**config.mk**
```make
export PLATFORM = sky130hd
export DESIGN_NAME = sdram_amm_arb
export DESIGN_NICKNAME = d
export VERILOG_FILES = /design/src/rtl/sdram_amm_arb.sv
export SDC_FILE = /design/constraint.sdc
export NUM_CORES = 1
export LEC_CHECK = 0
export ABC_AREA = 1
export CORE_AREA = 2 2 192 194
export CTS_CLUSTER_DIAMETER = 100
export CTS_CLUSTER_SIZE = 8
export DETAILED_ROUTE_END_ITERATION = 7
export DIE_AREA = 0 0 194 196
export PLACE_DENSITY_LB_ADDON = 0.08
export SLEW_MARGIN = 40
export SYNTH_ARGS = -nofsm -noshare
export SYNTH_HDL_FRONTEND = slang
export SYNTH_SLANG_ARGS = --single-unit
```
**constraint.sdc**
```tcl
create_clock -name clk_i -period 3.51 [get_ports clk_i]
set_input_delay 0.351 -clock clk_i [delete_from_list [all_inputs] [get_ports clk_i]]
set_output_delay 0.351 -clock clk_i [all_outputs]
set_load 0.02 [all_outputs]
```
**src/rtl/sdram_amm_arb.sv**
```systemverilog
//------------------------------------------------------------------------------
// Module      : sdram_amm_arb
// Description : Two-requester Avalon-MM arbiter in front of the HPS SDRAM port.
//               Round-robin grant with atomic write bursts; read responses are
//               steered back to their issuer via an in-order tag FIFO.
//               Optional macro SDRAM_ARB_LCD_PRIO_EN: requester 0 (LCD DMA)
//               gets fixed priority instead of round-robin.
// Revision    : 1.0 - initial release
//------------------------------------------------------------------------------
`default_nettype none

module sdram_amm_arb #(
    parameter int ADDR_W    = 32,
    parameter int DATA_W    = 64,
    parameter int BURST_W   = 11,
    parameter int MAX_OUTST = 4
) (
    input  logic                    clk_i,
    input  logic                    rst_n_i,
    input  logic [2*ADDR_W-1:0]     m_address,
    input  logic [2*BURST_W-1:0]    m_burstcount,
    input  logic [1:0]              m_read,
    input  logic [1:0]              m_write,
    input  logic [2*DATA_W-1:0]     m_writedata,
    input  logic [2*DATA_W/8-1:0]   m_byteenable,
    output logic [1:0]              m_waitrequest,
    output logic [DATA_W-1:0]       m_readdata,
    output logic [1:0]              m_readdatavalid,
    output logic [ADDR_W-1:0]       s_address,
    output logic [BURST_W-1:0]      s_burstcount,
    output logic [DATA_W-1:0]       s_writedata,
    output logic [DATA_W/8-1:0]     s_byteenable,
    output logic                    s_read,
    output logic                    s_write,
    input  logic                    s_waitrequest,
    input  logic [DATA_W-1:0]       s_readdata,
    input  logic                    s_readdatavalid,
    output logic                    err_o
);

    localparam int BE_W  = DATA_W / 8;
    localparam int PTR_W = $clog2(MAX_OUTST);

    typedef enum logic [0:0] {
        ST_IDLE     = 1'b0,
        ST_WR_BURST = 1'b1
    } state_t;

    state_t               state_q, state_d;
    logic                 owner_q, owner_d;
    logic                 last_gnt_q, last_gnt_d;
    logic [BURST_W-1:0]   beat_cnt_q, beat_cnt_d;
    logic [BURST_W-1:0]   rd_cnt_q, rd_cnt_d;
    logic                 err_q, err_d;
    logic [PTR_W:0]       wr_ptr_q, wr_ptr_d;
    logic [PTR_W:0]       rd_ptr_q, rd_ptr_d;

    // Tag FIFO storage: issuing requester and effective burst length
    logic                 tag_id_q  [MAX_OUTST];
    logic [BURST_W-1:0]   tag_len_q [MAX_OUTST];

    logic                 w_full, w_empty;
    logic [1:0]           w_elig;
    logic                 w_win, w_owner, w_burst, w_active;
    logic                 w_own_wr, w_own_rd, w_gnt_ok;
    logic                 w_wr_acc, w_rd_acc, w_pop;
    logic [BURST_W-1:0]   w_own_bc, w_bc_eff;
    logic                 w_head_id;
    logic [BURST_W-1:0]   w_head_len;

    assign w_empty = (wr_ptr_q == rd_ptr_q);
    assign w_full  = (wr_ptr_q[PTR_W] != rd_ptr_q[PTR_W]) &&
                     (wr_ptr_q[PTR_W-1:0] == rd_ptr_q[PTR_W-1:0]);

    assign w_head_id  = tag_id_q[rd_ptr_q[PTR_W-1:0]];
    assign w_head_len = tag_len_q[rd_ptr_q[PTR_W-1:0]];

    // Eligibility, arbitration winner and the resulting command-path owner
    always_comb begin
        w_elig[0] = m_write[0] | (m_read[0] & ~w_full);
        w_elig[1] = m_write[1] | (m_read[1] & ~w_full);
`ifdef SDRAM_ARB_LCD_PRIO_EN
        w_win = ~w_elig[0];
`else
        if (&w_elig) begin
            w_win = ~last_gnt_q;
        end else begin
            w_win = ~w_elig[0];
        end
`endif
        w_burst  = (state_q == ST_WR_BURST);
        w_owner  = w_burst ? owner_q : w_win;
        // Reset gates the strobes so nothing leaks to the SDRAM while held
        w_active = rst_n_i & (w_burst | (|w_elig));
        w_own_wr = w_owner ? m_write[1] : m_write[0];
        w_own_rd = w_owner ? m_read[1]  : m_read[0];
        w_own_bc = w_owner ? m_burstcount[2*BURST_W-1:BURST_W]
                           : m_burstcount[BURST_W-1:0];
        w_bc_eff = (w_own_bc == '0) ? BURST_W'(1) : w_own_bc;
    end

    assign s_write  = w_active & w_own_wr;
    assign s_read   = w_active & ~w_burst & ~w_own_wr & w_own_rd & ~w_full;
    assign w_gnt_ok = w_active & ~s_waitrequest;
    assign w_wr_acc = s_write & ~s_waitrequest;
    assign w_rd_acc = s_read & ~s_waitrequest;

    assign m_waitrequest[0] = ~(w_gnt_ok & ~w_owner);
    assign m_waitrequest[1] = ~(w_gnt_ok &  w_owner);

    assign s_address    = w_owner ? m_address[2*ADDR_W-1:ADDR_W]  : m_address[ADDR_W-1:0];
    assign s_burstcount = w_own_bc;
    assign s_writedata  = w_owner ? m_writedata[2*DATA_W-1:DATA_W] : m_writedata[DATA_W-1:0];
    assign s_byteenable = w_owner ? m_byteenable[2*BE_W-1:BE_W]    : m_byteenable[BE_W-1:0];

    assign m_readdata         = s_readdata;
    assign m_readdatavalid[0] = ~w_empty & s_readdatavalid & ~w_head_id;
    assign m_readdatavalid[1] = ~w_empty & s_readdatavalid &  w_head_id;
    assign err_o              = err_q;

    // Next-state: burst lock FSM, round-robin pointer, tag FIFO and response counter
    always_comb begin
        state_d    = state_q;
        owner_d    = owner_q;
        last_gnt_d = last_gnt_q;
        beat_cnt_d = beat_cnt_q;
        rd_cnt_d   = rd_cnt_q;
        wr_ptr_d   = wr_ptr_q;
        rd_ptr_d   = rd_ptr_q;
        err_d      = err_q;
        w_pop      = 1'b0;

        case (state_q)
            ST_IDLE: begin
                if (w_wr_acc) begin
                    if (w_bc_eff > BURST_W'(1)) begin
                        state_d    = ST_WR_BURST;
                        owner_d    = w_owner;
                        beat_cnt_d = w_bc_eff - BURST_W'(1);
                    end else begin
                        last_gnt_d = w_owner;
                    end
                end else if (w_rd_acc) begin
                    last_gnt_d = w_owner;
                end
            end
            ST_WR_BURST: begin
                if (w_wr_acc) begin
                    beat_cnt_d = beat_cnt_q - BURST_W'(1);
                    if (beat_cnt_q == BURST_W'(1)) begin
                        state_d    = ST_IDLE;
                        last_gnt_d = owner_q;
                    end
                end
            end
            default: state_d = ST_IDLE;
        endcase

        if (w_rd_acc) begin
            wr_ptr_d = wr_ptr_q + (PTR_W+1)'(1);
        end

        if (s_readdatavalid) begin
            if (w_empty) begin
                err_d = 1'b1;
            end else if (rd_cnt_q + BURST_W'(1) == w_head_len) begin
                w_pop    = 1'b1;
                rd_cnt_d = '0;
                rd_ptr_d = rd_ptr_q + (PTR_W+1)'(1);
            end else begin
                rd_cnt_d = rd_cnt_q + BURST_W'(1);
            end
        end
    end

    // Control state with asynchronous active-low reset
    always_ff @(posedge clk_i or negedge rst_n_i) begin
        if (!rst_n_i) begin
            state_q    <= ST_IDLE;
            owner_q    <= 1'b0;
            last_gnt_q <= 1'b1;
            beat_cnt_q <= '0;
            rd_cnt_q   <= '0;
            wr_ptr_q   <= '0;
            rd_ptr_q   <= '0;
            err_q      <= 1'b0;
        end else begin
            state_q    <= state_d;
            owner_q    <= owner_d;
            last_gnt_q <= last_gnt_d;
            beat_cnt_q <= beat_cnt_d;
            rd_cnt_q   <= rd_cnt_d;
            wr_ptr_q   <= wr_ptr_d;
            rd_ptr_q   <= rd_ptr_d;
            err_q      <= err_d;
        end
    end

    // Tag FIFO payload write; validity is tracked solely by the pointers
    always_ff @(posedge clk_i) begin
        if (w_rd_acc) begin
            tag_id_q[wr_ptr_q[PTR_W-1:0]]  <= w_owner;
            tag_len_q[wr_ptr_q[PTR_W-1:0]] <= w_bc_eff;
        end
    end

endmodule

`default_nettype wire
```
==> parameters.txt <==
Parameter                              Value

STA
  Final setup violation count ... 0
  Setup TNS ... 0 ns
  Fmax ... 305 MHz
  Final count of pins violating max slew ... 0
  Measured slew at the worst slew-check pin ... 0.673 ns
  Relative slew slack ... 55.1%
  Smallest setup slack after layout ... 0.235 ns
  Count of endpoints failing hold in the final timing report ... 0
  RSZ-0062 raised after global routing ... false
  Minimum clock period ... 3.28 ns
  Final setup skew ... 0.00738 ns
  Final period utilization ... 93.3%

Die
  Initial Utilization ... 17.5%
  Total I/O pin count ... 488
  Die W ... 194 µm
  Standard-cell rows ... 70
  Die area ... 0.0380 mm²
  Height of the chip ... 196 µm
  Area of the placeable core ... 0.0361 mm²

Worst setup path
  Cell type of the slowest stage on the worst timing path ... clkdlybuf4s50_1
  Data required time of the critical path ... 3.16 ns
  CP Max Fanout ... 54
  Worst Path Class, Setup ... reg -> out
  Arrival time reported for the critical path endpoint ... 2.92 ns
  Critical path's most frequent cell ... nand2_1
  CP top delay family ... buffers and inverters
  Number of buffers and inverters on the critical path ... 4
  Biggest cell delay along the critical path ... 0.68 ns
  Critical Path Start Type ... flip-flop
  Cell-by-cell listing of the critical path ... inv_1 -> nand2_1 -> nand2_1 -> nand3_2 -> nand2_2 -> a21oi_4 -> nand2_4 -> buf_4 -> buf_12 -> nand2_1 -> nand2_1 -> clkdlybuf4s50_1
  Worst setup EP type ... output port

GRT
  Pin count of the biggest net entering global routing ... 67
  Global-route wire length before repair ... 51,800 µm
  Number of antenna violations at the first check in global routing ... 10
  Number of global-route vias before repair ... 6,932
  Overall track demand over capacity in global routing ... 19.3%
  Total gr overflow ... 0

Drt
  TritonRoute pass-1 iters ... 7
  First DRT Iteration DRCs ... 407
  Routed length per instance ... 22.0 µm
  Antenna-violating nets left ... 0
  Total Wirelength ... 37,500 µm
  Via count normalized by instance count ... 4.11
  Via total after detailed routing ... 7,028
  DRC violations left ... 0

Synthesis
  Most used flip-flop cell after synthesis ... edfxtp_1
  EDFF count, synth ... 48
  Average size of a mapped cell ... 6.73 µm²
  Post-synth cell types ... 38
  FFs w/ async S/R, synth ... 40.0%
  Syn Inst Count ... 938
  Net Count, Synth ... 1,250
  Warnings, synthesis ... 0
  Flop and latch count out of synthesis ... 80
  Seq/Total Area, Yosys ... 35.6%
  Syn Std Cell Area ... 0.00631 mm²

Finish
  Net count, final ... 1,547
  Area grow syn2layout ... 63.9%
  Utilization after layout ... 28.7%
  Share of post-route cells with drive strength above 1 ... 8.55%
  Filler Cell Count ... 4,023

Power and ir drop
  Overall Power ... 8760 µW
  Switching Power ... 4610 µW
  Max rail drop VDD ... 0.426 mV
  Clock power frac ... 10.5%
  Comb pwr share ... 73.7%
  P_leak ... 0.00465 µW
  Seq pwr share ... 15.7%
  Switching part of the total ... 52.6%
  Internal power summed over all cells ... 4150 µW
  Power per unit of standard cell area ... 847 mW/mm²

Placed design
  Number of buffer cells added on primary ports ... 359
  Placed wire-length estimate ... 32,300 µm
  Placement-stage worst setup slack ... 0.179 ns
  GPL Wtd Cong ... 0.872

Clock tree
  Bufs on Longest Clock Path ... 2
  # clock sinks ... 80
  Clock tree from TritonCTS ... done
  TritonCTS buffer count ... 9
  Later-pin clock latency in the skew report ... 0.34 ns
  Htree depth ... 3
  Root Driver ... clkbuf_16
  Clock slew at reported path FFs ... 0.06 ns

Worst hold path
  Worst Hold Class ... reg -> reg

Job
  Number of maximum-capacitance constraint violations ... 0

Run status
  Result of the run ... finished clean
==> routing by layer <==
| metal | part of all wire [%] | global-route usage, % | vias to the layer above |
|---|---|---|---|
| met5 | 0.14 | 0.383 | - |
| met4 | 1.7 | 3.93 | 8 |
| met3 | 9.2 | 7.70 | 34 |
| met2 | 43 | 29.0 | 343 |
| met1 | 46 | 26.0 | 3143 |
| li1 | - | - | 3500 |
==> flip-flops by register name, indices dropped and copies added (netlist names) <==
| name | count |
|---|---|
| beat_cnt_q | 11 |
| err_o | 1 |
| last_gnt_q | 1 |
| owner_q | 1 |
| rd_cnt_q | 11 |
| rd_ptr_q | 3 |
| state_q | 1 |
| tag_id_q | 4 |
| tag_len_q | 44 |
| wr_ptr_q | 3 |
==> cells in the mapped netlist (9+ instances only) <==
cell      instances  area, µm²
nand4_1          12       75.1
nand3_1          38        190
o22ai_1          13       81.3
edfxtp_1         48       1440
nor2_1           56        210
inv_1            54        203
xor2_1           17        149
nand2_2          12       75.1
dfrtp_1          31        776
o21ai_0          36        180
clkbuf_1         24       90.1
nand2_1         443       1660
nand3b_1          9       67.6
buf_4            68        510
ha_1             10        125
==> area by class of cell <==
cell class / count / area (µm²) / share of cell area, %
Timing Repair Buffer: 389 / 3820 / 37.0
Clock buffer: 11 / 233 / 2.25
Multi-Input combinational cell: 696 / 3180 / 30.8
Sequential cell: 80 / 2240 / 21.7
Clock inverter: 5 / 48.8 / 0.472
Inverter: 59 / 223 / 2.15
Antenna cell: 1 / 2.50 / 0.0242
Tap cell: 468 / 586 / 5.66
==> power groups by stage <==
stage	logic, µW	clock network [µW]	registers, µW
3_5_place_dp	6520	0	1390
3_3_place_gp	6510	0	1400
6_report	6460	923	1380
4_1_cts	6540	944	1380
5_1_grt	7000	990	1400
2_1_floorplan	3320	0	1360
==> final timing paths <==
| kind | start | to | slack (ns) | cells after the start |
|---|---|---|---|---|
| max in group asynchronous | rst_n_i | last_gnt_q | 2.40 | 2 |
| hold reg to reg | err_o | err_o | 0.48 | 1 |
| setup / recovery | wr_ptr_q[1] | s_writedata[17] | 0.23 | 12 |
| min in group asynchronous | rst_n_i | rd_cnt_q[9] | 0.72 | 2 |
| setup reg to reg | wr_ptr_q[1] | beat_cnt_q[10] | 0.55 | 25 |
| hold / removal | err_o | err_o | 0.48 | 1 |
==> worst register-to-register path: cells and delay by family (launching register included) <==
family | cells | cell delay [ns]
flops | 1 | 0.42
buf+inv | 4 | 0.46
fa+ha+maj | 1 | 0.20
compound gates | 1 | 0.12
simple gates | 19 | 1.70
==> repair_timing <==
action | CTS | global route
setup endpoints to repair | 7 | 14
buffers inserted | 0 | 0
resized for setup | 1 | 5
hold buffers | 0 | 0
==> placed cells by master (no fill, tap or decap), types with 5 or more instances in the layout <==
cell type / netlist / routed
a21oi_1: 6 / 6
nor3_1: 7 / 7
nand3b_1: 9 / 9
o31ai_1: 5 / 5
ha_1: 10 / 10
nand2_1: 443 / 443
o21ai_1: 7 / 7
clkbuf_16: 0 / 9
nor2_1: 56 / 56
xor2_1: 17 / 17
xnor2_1: 7 / 7
inv_1: 54 / 54
clkdlybuf4s50_1: 0 / 326
buf_4: 68 / 56
o22ai_1: 13 / 13
edfxtp_1: 48 / 48
nand4_1: 12 / 12
dfrtp_1: 31 / 31
nand3_1: 38 / 38
o21ai_0: 36 / 36
nand2_2: 12 / 11
buf_12: 0 / 5
==> per-stage QoR <==
step	hold slack, ns	instance area [µm²]	std cells
floorplan	0.0554	6310	938
global placement	0.461	10000	1692
detailed placement	0.468	10000	1692
CTS	0.482	10300	1708
global route	0.515	10300	1709
finish	0.480	10300	1709
==> kinds of logic (layout without fill, tap and decap cells) <==
group | Yosys count | in the layout | share of synthesized area, %
fa+ha+maj | 10 | 10 | 1.98
xor+xnor | 25 | 25 | 3.59
compound gates | 74 | 74 | 6.80
flops | 80 | 80 | 35.6
simple gates | 587 | 587 | 38.0
other cells | 0 | 1 | 0
buf+inv | 162 | 464 | 14.1
(Power assumes the default switching activity.)
